## src/rtl/fib_pkg.sv

```systemverilog
// Shared types, constants and the round-robin pick helper for the fib_sched scheduler.
package fib_pkg;

  typedef enum logic [1:0] {
    IDLE = 2'd0,
    RUN  = 2'd1,
    RESP = 2'd2
  } state_t;

  localparam int FIB_N_W  = 4;
  localparam int FIB_W    = 32;
  localparam int MAX_NREQ = 16;
  localparam int PICK_W   = 4;

  // First set bit strictly after ptr, wrapping modulo nreq; returns ptr when nothing is set.
  function automatic logic [PICK_W-1:0] rr_pick(input logic [MAX_NREQ-1:0] req_vec,
                                                input logic [PICK_W-1:0]   ptr,
                                                input int                  nreq);
    logic              found;
    logic [PICK_W-1:0] k;
    rr_pick = ptr;
    found   = 1'b0;
    for (int i = 1; i <= MAX_NREQ; i++) begin
      k = PICK_W'((int'(ptr) + i) % nreq);
      if (!found && (i <= nreq) && req_vec[k]) begin
        rr_pick = k;
        found   = 1'b1;
      end else begin
        found = found;
      end
    end
  endfunction

endpackage

```

## src/rtl/fib_sched_if.sv

```systemverilog
// Request/response bundle between the requesters, the result consumer and fib_sched.
interface fib_sched_if #(
  parameter int NREQ = 4,
  parameter int W    = 32,
  parameter int IDW  = 2
);
  logic [NREQ-1:0]   req_valid;
  logic [NREQ-1:0]   req_ready;
  logic [4*NREQ-1:0] req_n;
  logic [W-1:0]      seed_a;
  logic [W-1:0]      seed_b;
  logic              rsp_valid;
  logic              rsp_ready;
  logic [IDW-1:0]    rsp_id;
  logic [W-1:0]      rsp_data;
  logic              rsp_ovf;
  logic              busy;

  modport master (
    output req_valid, req_n, seed_a, seed_b, rsp_ready,
    input  req_ready, rsp_valid, rsp_id, rsp_data, rsp_ovf, busy
  );

  modport slave (
    input  req_valid, req_n, seed_a, seed_b, rsp_ready,
    output req_ready, rsp_valid, rsp_id, rsp_data, rsp_ovf, busy
  );
endinterface

```

## src/rtl/fib_engine.sv

```systemverilog
// Iterative seeded-Fibonacci datapath: one addition per step, sticky carry within a job.
module fib_engine
  import fib_pkg::*;
#(
  parameter int W = FIB_W
) (
  input  logic               clk,
  input  logic               reset,
  input  logic               load,
  input  logic               step,
  input  logic [W-1:0]       seed_a,
  input  logic [W-1:0]       seed_b,
  input  logic [FIB_N_W-1:0] n,
  output logic [W-1:0]       f,
  output logic               ovf,
  output logic               last
);

  logic [W-1:0]       f_r;
  logic [W-1:0]       c_r;
  logic [FIB_N_W-1:0] cnt_r;
  logic [FIB_N_W-1:0] n_q_r;
  logic               ovf_r;
  logic [W:0]         load_sum_s;
  logic [W:0]         step_sum_s;

  assign load_sum_s = {1'b0, seed_a} + {1'b0, seed_b};
  assign step_sum_s = {1'b0, c_r} + {1'b0, f_r};

  // Load clears the carry history so the overflow flag never leaks between jobs.
  always_ff @(posedge clk or posedge reset) begin
    if (reset) begin
      f_r   <= '0;
      c_r   <= '0;
      cnt_r <= '0;
      n_q_r <= '0;
      ovf_r <= 1'b0;
    end else if (load) begin
      f_r   <= load_sum_s[W-1:0];
      c_r   <= seed_b;
      cnt_r <= '0;
      n_q_r <= n;
      ovf_r <= load_sum_s[W];
    end else if (step) begin
      f_r   <= step_sum_s[W-1:0];
      c_r   <= f_r;
      cnt_r <= cnt_r + FIB_N_W'(1);
      ovf_r <= ovf_r | step_sum_s[W];
    end else begin
      f_r   <= f_r;
      c_r   <= c_r;
      cnt_r <= cnt_r;
      n_q_r <= n_q_r;
      ovf_r <= ovf_r;
    end
  end

  assign f    = f_r;
  assign ovf  = ovf_r;
  assign last = (cnt_r == n_q_r);

endmodule

```

## src/rtl/fib_sched.sv

```systemverilog
// Round-robin scheduler sharing one Fibonacci engine among NREQ requesters, one job in flight.
module fib_sched
  import fib_pkg::*;
#(
  parameter int NREQ = 4,
  parameter int W    = FIB_W,
  parameter int IDW  = 2
) (
  input logic        clk,
  input logic        reset,
  fib_sched_if.slave bus
);

  state_t             state_r;
  logic [IDW-1:0]     rr_ptr_r;
  logic [IDW-1:0]     id_q_r;
  logic               rsp_valid_r;
  logic [W-1:0]       rsp_data_r;
  logic [IDW-1:0]     rsp_id_r;
  logic               rsp_ovf_r;
  logic               busy_r;

  logic [MAX_NREQ-1:0] req_vec_s;
  logic [PICK_W-1:0]   pick_s;
  logic                any_req_s;
  logic                accept_s;
  logic [IDW-1:0]      grant_s;
  logic [FIB_N_W-1:0]  n_sel_s;
  logic [NREQ-1:0]     req_ready_s;
  logic                step_s;
  logic [W-1:0]        eng_f_s;
  logic                eng_ovf_s;
  logic                eng_last_s;

  assign req_vec_s = MAX_NREQ'(bus.req_valid);
  assign pick_s    = rr_pick(req_vec_s, PICK_W'(rr_ptr_r), NREQ);
  assign any_req_s = |bus.req_valid;
  // Gated by reset so no requester sees an accept while the block is held.
  assign accept_s  = (state_r == IDLE) && any_req_s && !reset;
  assign step_s    = (state_r == RUN) && !eng_last_s;

  // Decode the winner into its id, its iteration count and the one-hot ready.
  always_comb begin
    grant_s     = '0;
    n_sel_s     = '0;
    req_ready_s = '0;
    for (int i = 0; i < NREQ; i++) begin
      if (pick_s == PICK_W'(i)) begin
        grant_s        = IDW'(i);
        n_sel_s        = bus.req_n[FIB_N_W*i +: FIB_N_W];
        req_ready_s[i] = accept_s;
      end else begin
        req_ready_s[i] = 1'b0;
      end
    end
  end

  fib_engine #(.W(W)) u_engine (
    .clk    (clk),
    .reset  (reset),
    .load   (accept_s),
    .step   (step_s),
    .seed_a (bus.seed_a),
    .seed_b (bus.seed_b),
    .n      (n_sel_s),
    .f      (eng_f_s),
    .ovf    (eng_ovf_s),
    .last   (eng_last_s)
  );

  // Control FSM with registered response, id and busy outputs.
  always_ff @(posedge clk or posedge reset) begin
    if (reset) begin
      state_r     <= IDLE;
      rr_ptr_r    <= IDW'(NREQ - 1);
      id_q_r      <= '0;
      rsp_valid_r <= 1'b0;
      rsp_data_r  <= '0;
      rsp_id_r    <= '0;
      rsp_ovf_r   <= 1'b0;
      busy_r      <= 1'b0;
    end else begin
      case (state_r)
        IDLE: begin
          if (any_req_s) begin
            id_q_r   <= grant_s;
            rr_ptr_r <= grant_s;
            busy_r   <= 1'b1;
            state_r  <= RUN;
          end else begin
            busy_r  <= 1'b0;
            state_r <= IDLE;
          end
        end
        RUN: begin
          if (eng_last_s) begin
            rsp_data_r  <= eng_f_s;
            rsp_id_r    <= id_q_r;
            rsp_ovf_r   <= eng_ovf_s;
            rsp_valid_r <= 1'b1;
            state_r     <= RESP;
          end else begin
            state_r <= RUN;
          end
        end
        RESP: begin
          if (bus.rsp_ready) begin
            rsp_valid_r <= 1'b0;
            busy_r      <= 1'b0;
            state_r     <= IDLE;
          end else begin
            state_r <= RESP;
          end
        end
        default: begin
          rsp_valid_r <= 1'b0;
          busy_r      <= 1'b0;
          state_r     <= IDLE;
        end
      endcase
    end
  end

  assign bus.req_ready = req_ready_s;
  assign bus.rsp_valid = rsp_valid_r;
  assign bus.rsp_data  = rsp_data_r;
  assign bus.rsp_id    = rsp_id_r;
  assign bus.rsp_ovf   = rsp_ovf_r;
  assign bus.busy      = busy_r;

endmodule

```

## src/flat_wrapper.sv

```systemverilog
// flat-port wrapper written by rule: the top's interface ports become plain ports
module fib_sched_flat import fib_pkg::*;
#(
  parameter int NREQ = 4,
  parameter int W    = FIB_W,
  parameter int IDW  = 2
)
  (clk, reset, bus_req_valid, bus_req_n, bus_seed_a, bus_seed_b, bus_rsp_ready, bus_req_ready, bus_rsp_valid, bus_rsp_id, bus_rsp_data, bus_rsp_ovf, bus_busy);
  fib_sched_if #(.NREQ(NREQ), .W(W), .IDW(IDW)) bus_i ();
  input logic clk;
  input logic reset;
  input wire logic [$bits(bus_i.req_valid)-1:0] bus_req_valid;
  input wire logic [$bits(bus_i.req_n)-1:0] bus_req_n;
  input wire logic [$bits(bus_i.seed_a)-1:0] bus_seed_a;
  input wire logic [$bits(bus_i.seed_b)-1:0] bus_seed_b;
  input wire logic [$bits(bus_i.rsp_ready)-1:0] bus_rsp_ready;
  output wire logic [$bits(bus_i.req_ready)-1:0] bus_req_ready;
  output wire logic [$bits(bus_i.rsp_valid)-1:0] bus_rsp_valid;
  output wire logic [$bits(bus_i.rsp_id)-1:0] bus_rsp_id;
  output wire logic [$bits(bus_i.rsp_data)-1:0] bus_rsp_data;
  output wire logic [$bits(bus_i.rsp_ovf)-1:0] bus_rsp_ovf;
  output wire logic [$bits(bus_i.busy)-1:0] bus_busy;
  assign bus_i.req_valid = bus_req_valid;
  assign bus_i.req_n = bus_req_n;
  assign bus_i.seed_a = bus_seed_a;
  assign bus_i.seed_b = bus_seed_b;
  assign bus_i.rsp_ready = bus_rsp_ready;
  assign bus_req_ready = bus_i.req_ready;
  assign bus_rsp_valid = bus_i.rsp_valid;
  assign bus_rsp_id = bus_i.rsp_id;
  assign bus_rsp_data = bus_i.rsp_data;
  assign bus_rsp_ovf = bus_i.rsp_ovf;
  assign bus_busy = bus_i.busy;
  fib_sched #(.NREQ(NREQ), .W(W), .IDW(IDW)) u_core (.clk(clk), .reset(reset), .bus(bus_i));
endmodule
```

## config.mk

```make
export PLATFORM = sky130hd
export DESIGN_NAME = fib_sched_flat
export DESIGN_NICKNAME = d
export VERILOG_FILES = /design/src/rtl/fib_pkg.sv /design/src/rtl/fib_sched_if.sv /design/src/rtl/fib_engine.sv /design/src/rtl/fib_sched.sv /design/src/flat_wrapper.sv
export SDC_FILE = /design/constraint.sdc
export NUM_CORES = 1
export LEC_CHECK = 0
export CORE_ASPECT_RATIO = 0.6
export CORE_MARGIN = 5
export CORE_UTILIZATION = 36
export CTS_CLUSTER_DIAMETER = 60
export CTS_CLUSTER_SIZE = 12
export DETAILED_ROUTE_END_ITERATION = 16
export PLACE_DENSITY = 0.55
export SYNTH_ARGS = -nofsm -noshare
export SYNTH_HDL_FRONTEND = slang
export SYNTH_SLANG_ARGS = --single-unit
```

## constraint.sdc

```tcl
create_clock -name clk -period 12.7 [get_ports clk]
set_input_delay 3.175 -clock clk [delete_from_list [all_inputs] [get_ports clk]]
set_output_delay 3.175 -clock clk [all_outputs]
set_load 0.03 [all_outputs]
```

==> results of run 1 <==
final cells by class:
| type | count | area (µm²) | area share, % |
|---|---|---|---|
| tap | 286 | 358 | 3.49 |
| inverter | 20 | 77.6 | 0.757 |
| sequential | 116 | 2910 | 28.3 |
| clock inverter | 12 | 201 | 1.97 |
| timing repair buffer | 134 | 1320 | 12.9 |
| clock buffer | 20 | 467 | 4.55 |
| multi-input combinational | 698 | 4920 | 48.0 |
worst paths after layout:
path | start | end | depth (start not counted) | slack [ns]
min in group asynchronous | reset | u_core.bus.rsp_valid | 2 | 3.27
worst max-delay path | bus_req_valid[1] | bus_req_ready[3] | 7 | 3.74
worst min-delay path | u_core.id_q_r[1] | u_core.id_q_r[1] | 1 | 0.47
worst min register to register | u_core.id_q_r[1] | u_core.id_q_r[1] | 1 | 0.47
max in group asynchronous | reset | u_core.bus.rsp_data[16] | 3 | 8.05
worst max register to register | u_core.u_engine.f[0] | u_core.u_engine.f[30] | 11 | 9.31
cell families (layout without fill, tap and decap cells):
logic type	count (synthesis)	count (layout)
AO/OA/AOI/OAI	289	289
XOR/XNOR	58	58
adder cells (fa/ha/maj)	67	67
buffers and inverters	58	186
flip-flops	116	116
multiplexers	42	42
AND/OR/NAND/NOR	242	242
power by group:
part	internal [mW]	switching [mW]	total, mW
sequential	0.578	0.154	0.732
clock	0.363	0.184	0.548
combinational	0.838	1.11	1.95
total	1.78	1.45	3.23
stage by stage:
stage / setup WS (ns) / utilization [%] / cell area [µm²]
2_1_floorplan: 2.44 / - / 8030
4_1_cts: 3.72 / 46.7 / 10200
3_3_place_gp: 3.84 / 43.6 / 9580
5_1_grt: 3.60 / 46.7 / 10200
3_5_place_dp: 3.74 / 43.6 / 9580
6_report: 3.74 / 46.7 / 10200
sequential cells by signal (all words and copies together) (netlist names), 2 cells and up:
name                   flops
u_core.bus.rsp_data       32
u_core.u_engine.c_r       32
u_core.u_engine.f         32
u_core.u_engine.cnt_r      4
u_core.u_engine.n_q_r      4
u_core.bus.rsp_id          2
u_core.id_q_r              2
u_core.rr_ptr_r            2
u_core.state_r             2
layer usage:
layer,routed length (µm),up-vias,global-route usage (%)
met5,0,-,0
li1,-,3444,-
met2,9000,154,24.4
met4,174,0,3.71
met3,1190,16,4.52
met1,13700,3311,32.2
Yosys cell counts (12+ instances only):
master,number
a211oi_1,12
a21o_1,35
a21oi_1,67
a22oi_1,39
a31oi_1,13
clkbuf_1,30
dfrtp_1,114
ha_1,65
inv_1,20
mux2_2,33
nand2_1,137
nor2_1,43
o21ai_0,42
xnor2_1,37
xor2_1,21
layout by cell type (no fill, tap or decap), types with 7 or more instances in the layout:
cell | Yosys | final
a211oi_1 | 12 | 12
a21o_1 | 35 | 35
a21oi_1 | 67 | 67
a22oi_1 | 39 | 39
a31oi_1 | 13 | 13
buf_4 | 0 | 7
clkbuf_16 | 0 | 17
clkdlybuf4s50_1 | 0 | 127
dfrtp_1 | 114 | 114
ha_1 | 65 | 65
inv_1 | 20 | 19
mux2_2 | 33 | 33
nand2_1 | 137 | 136
nand2b_1 | 8 | 8
nand3_1 | 9 | 9
nor2_1 | 43 | 41
o21ai_0 | 42 | 42
o21bai_1 | 11 | 11
o22ai_1 | 8 | 8
xnor2_1 | 37 | 37
xor2_1 | 21 | 21
critical path: stages:
cell and delay, ns:
clkdlybuf4s50_1 0.53, nor2_1 0.07, a211o_1 0.44, nor2_4 0.57, nand2_1 0.12, nor2_1 0.17, clkdlybuf4s50_1 0.70
==> impl_metrics.tcl, run 1 <==
set metrics [dict create \
    first_iter_violations 360 \
    drive_above_1_share_pct 9.80 \
    io_buffers 127 \
    synthMuxAreaShare_pct 6.22 \
    rows 42 \
    synth_nets 1026 \
    min_path_type "flop to flop" \
    powerDensity_nw_per_um2 315 \
    required_ns 9.52 \
    finClkSkew_ns 0.00826 \
    fmax_mhz 112 \
    clock_latency_ns 0.43 \
    slew_headroom_pct 26.1 \
    synthAdderAreaFrac_pct 10.6 \
    holdBufCountCts 0 \
    hold_viol_final 0 \
    tightestPinTransition_ns 1.10 \
    fin_crit_ns 8.96 \
    avgSynthCellArea_um2 9.21 \
    area_growth_syn_to_layout_pct 27.7 \
    n_antenna_cell 0 \
    drc 0 \
    start_util_pct 36.6 \
    grt_pass1_vias 6824 \
    ys_types 66 \
    max_cap_viol_count 0 \
    period_share_pct 70.6 \
    place_congestion 0.828 \
    synth_simple_gate_area_share_pct 13.3 \
    rsz0062_at_grt "false" \
    cts_tree "yes" \
    first_pass_iters 5 \
    synth-edff-count 0 \
    fin_nets 1141 \
    die_y_um 126 \
    finalSetupTns_ns 0 \
    path_max_fanout 26 \
    path_clk_slew_ns 0.06 \
    clk_path_buf_depth 2 \
    cp-start-kind "primary input" \
    synthTopCellsByArea "dfrtp_1 (36%), ha_1 (10%), nand2_1 (6.4%)" \
    finalNonFillerCells 1286 \
    slew_viol_final 0 \
    netlist.area_leader.share_pct 35.5 \
    critPathKind "primary input to output pin" \
    syn_inst 872 \
    dpl.cell_count 1254 \
    synth_top_family_by_area "compound AO/OA/AOI/OAI gates" \
    synth_area_um2 8030 \
    grt_overflow 0 \
    drt-vias-per-instance 5.38 \
    antenna_found_initial 0 \
    grt_use_total_pct 19.2 \
    post_cts_buffers 0 \
    synth_largest_area_cell "dfrtp_1" \
    fill_cells 2133 \
    synth-seq-cells 116 \
    fp.dieW_um 203 \
    whs_ns 0.475 \
    cts-root-buf "clkbuf_16" \
    async_flop_share_pct 100 \
    yosysSeqAreaShare_pct 36.2 \
    wl_per_cell_um 18.7 \
    cts_buffers 17 \
    cts_resized 0 \
    cts.sinks 116 \
    synth_compound_area_share_pct 24.5 \
    yosysWarnings 0 \
    io_pins 128 \
    ant_nets 0 \
    status "complete, no violations" \
    dp_hpwl_mm 17.3 \
    ir_worst_vdd_mv 0.135 \
    core_area_um2 22000 \
    arrival_ns 5.79 \
    p_leak_nw 4.58 \
    grt_pass1_wl_mm 39.2 \
    cp-end-kind "output pin" \
    dieArea_um2 25500 \
    num_vias 6925 \
    wirelength_mm 24.0 \
    total_power_mw 3.23 \
    cts_max_level 4 \
    setup_viol 0 \
    synth_ff_type "dfrtp_1" \
    yosys.area_share.xor_xnor_pct 6.33 \
    grt_max_degree 70 \
]
Note: power is estimated with default switching activity, not from simulation.
==> inputs of run 2 (changes only) <==
--- a/config.mk
+++ b/config.mk
@@ -11,7 +11,7 @@
 export CTS_CLUSTER_DIAMETER = 60
 export CTS_CLUSTER_SIZE = 12
 export DETAILED_ROUTE_END_ITERATION = 16
-export PLACE_DENSITY = 0.55
+export PLACE_DENSITY = 0.58
 export SYNTH_ARGS = -nofsm -noshare
 export SYNTH_HDL_FRONTEND = slang
 export SYNTH_SLANG_ARGS = --single-unit
==> constraint.sdc (replaced) <==
create_clock -name clk -period 7.45 [get_ports clk]
set_input_delay 1.8625 -clock clk [delete_from_list [all_inputs] [get_ports clk]]
set_output_delay 1.8625 -clock clk [all_outputs]
set_load 0.03 [all_outputs]
==> run 2 against run 1 <==
Wire length shrank 0.89%. First-iteration DRC count grew 36%. Power rose by 68%. Die area did not move. Non-clock buffer count up 1. Flip-flop and latch count is the same. Design area fell by 0.54%. Sequential share of layout area up 0.15 points. Clock skew is 0.0034 ns higher. Critical path type unchanged.
==> impl_metrics.tcl, run 2 (synthesis results as in run 1) <==
set metrics [dict create \
    hold_viol_final 0 \
    layout_setup_ws_ns 1.14 \
    hold_depth 2 \
    cp-start-kind "primary input" \
    io_pins 128 \
    min_from "u_core.bus.rsp_valid" \
    finClkSkew_ns 0.0117 \
    ir_worst_vdd_mv 0.238 \
    r2r_slack_ns 4.09 \
    path_max_fanout 27 \
    die_y_um 126 \
    dieArea_um2 25500 \
    arrival_ns 4.44 \
    fp.dieW_um 203 \
    r2r-end "u_core.u_engine.f[30]" \
    cts-root-buf "clkbuf_16" \
    hold_end "u_core.bus.rsp_valid" \
    io_buffers 127 \
    clock_latency_ns 0.43 \
    period_share_pct 84.6 \
    drive_above_1_share_pct 9.59 \
    setup_viol 0 \
    final_cell_mix "nand2_1 (136), clkdlybuf4s50_1 (127), dfrtp_1 (114)" \
    p_leak_nw 4.57 \
    powerDensity_nw_per_um2 531 \
    antenna_found_initial 0 \
    final_common_cell "nand2_1" \
    wl_per_cell_um 18.5 \
    clk_path_buf_depth 2 \
    r2r.worst_path.cells 11 \
    slew_viol_final 0 \
    core_area_um2 22000 \
    place_congestion 0.847 \
    cts.sinks 116 \
    max_cap_viol_count 0 \
    num_vias 7013 \
    grt_pass1_vias 6863 \
    drc 0 \
    rows 42 \
    start_util_pct 36.6 \
    first_iter_violations 490 \
    grt_use_total_pct 18.8 \
    fill_cells 2117 \
    n_antenna_cell 0 \
    whs_ns 0.475 \
    place_ws_ns 1.15 \
    tightestPinTransition_ns 1.07 \
    area_growth_syn_to_layout_pct 27.0 \
    min_path_type "flop to flop" \
    post_cts_buffers 0 \
    rsz0062_at_grt "false" \
    critPathKind "primary input to output pin" \
    fmax_mhz 159 \
    cts_buffers 17 \
    fin_crit_ns 6.31 \
    cts_resized 0 \
    status "complete, no violations" \
    cp-end-kind "output pin" \
    fin_nets 1142 \
    cts_tree "yes" \
    grt_overflow 0 \
    first_pass_iters 4 \
    slew_headroom_pct 28.3 \
    dp_hpwl_mm 17.1 \
    required_ns 5.59 \
    grt_pass1_wl_mm 38.2 \
    cts_max_level 4 \
    path_clk_slew_ns 0.05 \
    grt_max_degree 69 \
    ant_nets 0 \
    wirelength_mm 23.8 \
    finalSetupTns_ns 0 \
    holdBufCountCts 0 \
    drt-vias-per-instance 5.45 \
    r2r_start "u_core.u_engine.f[0]" \
]
==> run 2: cell count changes in the layout (fill, tap and decap cells not counted), sizes merged <==
cell,change
clkbuf,+3
clkinvlp,-3
inv,-1
clkinv,+3
buf,+1
bufinv,-2
==> run 2: per-stage QoR <==
| step | util (%) | area [µm²] | total power, mW | std cells |
|---|---|---|---|---|
| CTS | 46.4 | 10200 | 5.43 | 1287 |
| finish | 46.4 | 10200 | 5.41 | 1287 |
| global placement | 43.7 | 9590 | 4.50 | 1255 |
| floorplan | - | 8030 | 3.63 | 872 |
| detailed placement | 43.7 | 9590 | 4.54 | 1255 |
| global route | 46.4 | 10200 | 5.86 | 1287 |
==> run 2: cell type report <==
cell class | count | area (µm²) | area share [%]
multi-input cells | 698 | 4920 | 48.2
well taps | 286 | 358 | 3.51
clock buffers | 23 | 478 | 4.69
flip-flops and latches | 116 | 2910 | 28.5
inverters | 20 | 78.8 | 0.773
repair buffers | 135 | 1330 | 13.1
clock inverters | 9 | 126 | 1.24
==> run 2: worst max path at each step <==
stage | startpoint | end | slack [ns] | cells after the start
floorplan | reset | bus_req_ready[1] | 0.96 | 5
finish | bus_req_valid[1] | bus_req_ready[3] | 1.14 | 7
global placement | bus_req_valid[1] | bus_req_ready[3] | 1.20 | 7
detailed placement | bus_req_valid[1] | bus_req_ready[3] | 1.15 | 7
global route | bus_req_valid[1] | bus_req_ready[3] | 0.94 | 7
CTS | bus_req_valid[1] | bus_req_ready[3] | 1.14 | 7
==> run 2: worst max-delay path: stages <==
cell	delay (ns)
clkdlybuf4s50_1	0.53
nor2_1	0.08
a211o_1	0.44
nor2_4	0.57
nand2_1	0.10
nor2_1	0.16
clkdlybuf4s50_1	0.69
==> run 2: per-layer routing <==
metal | up-vias | wire length, µm | track usage, %
li1 | 3436 | - | -
met1 | 3365 | 13100 | 30.4
met2 | 191 | 9020 | 24.0
met3 | 21 | 1430 | 4.93
met4 | 0 | 310 | 4.87
met5 | - | 0 | 0
==> run 2: where the power goes <==
| part | internal [mW] | switching [mW] | leakage, nW |
|---|---|---|---|
| Combinational | 1.43 | 1.88 | 2.89 |
| Sequential | 0.985 | 0.264 | 1.38 |
| Clock | 0.550 | 0.308 | 0.297 |
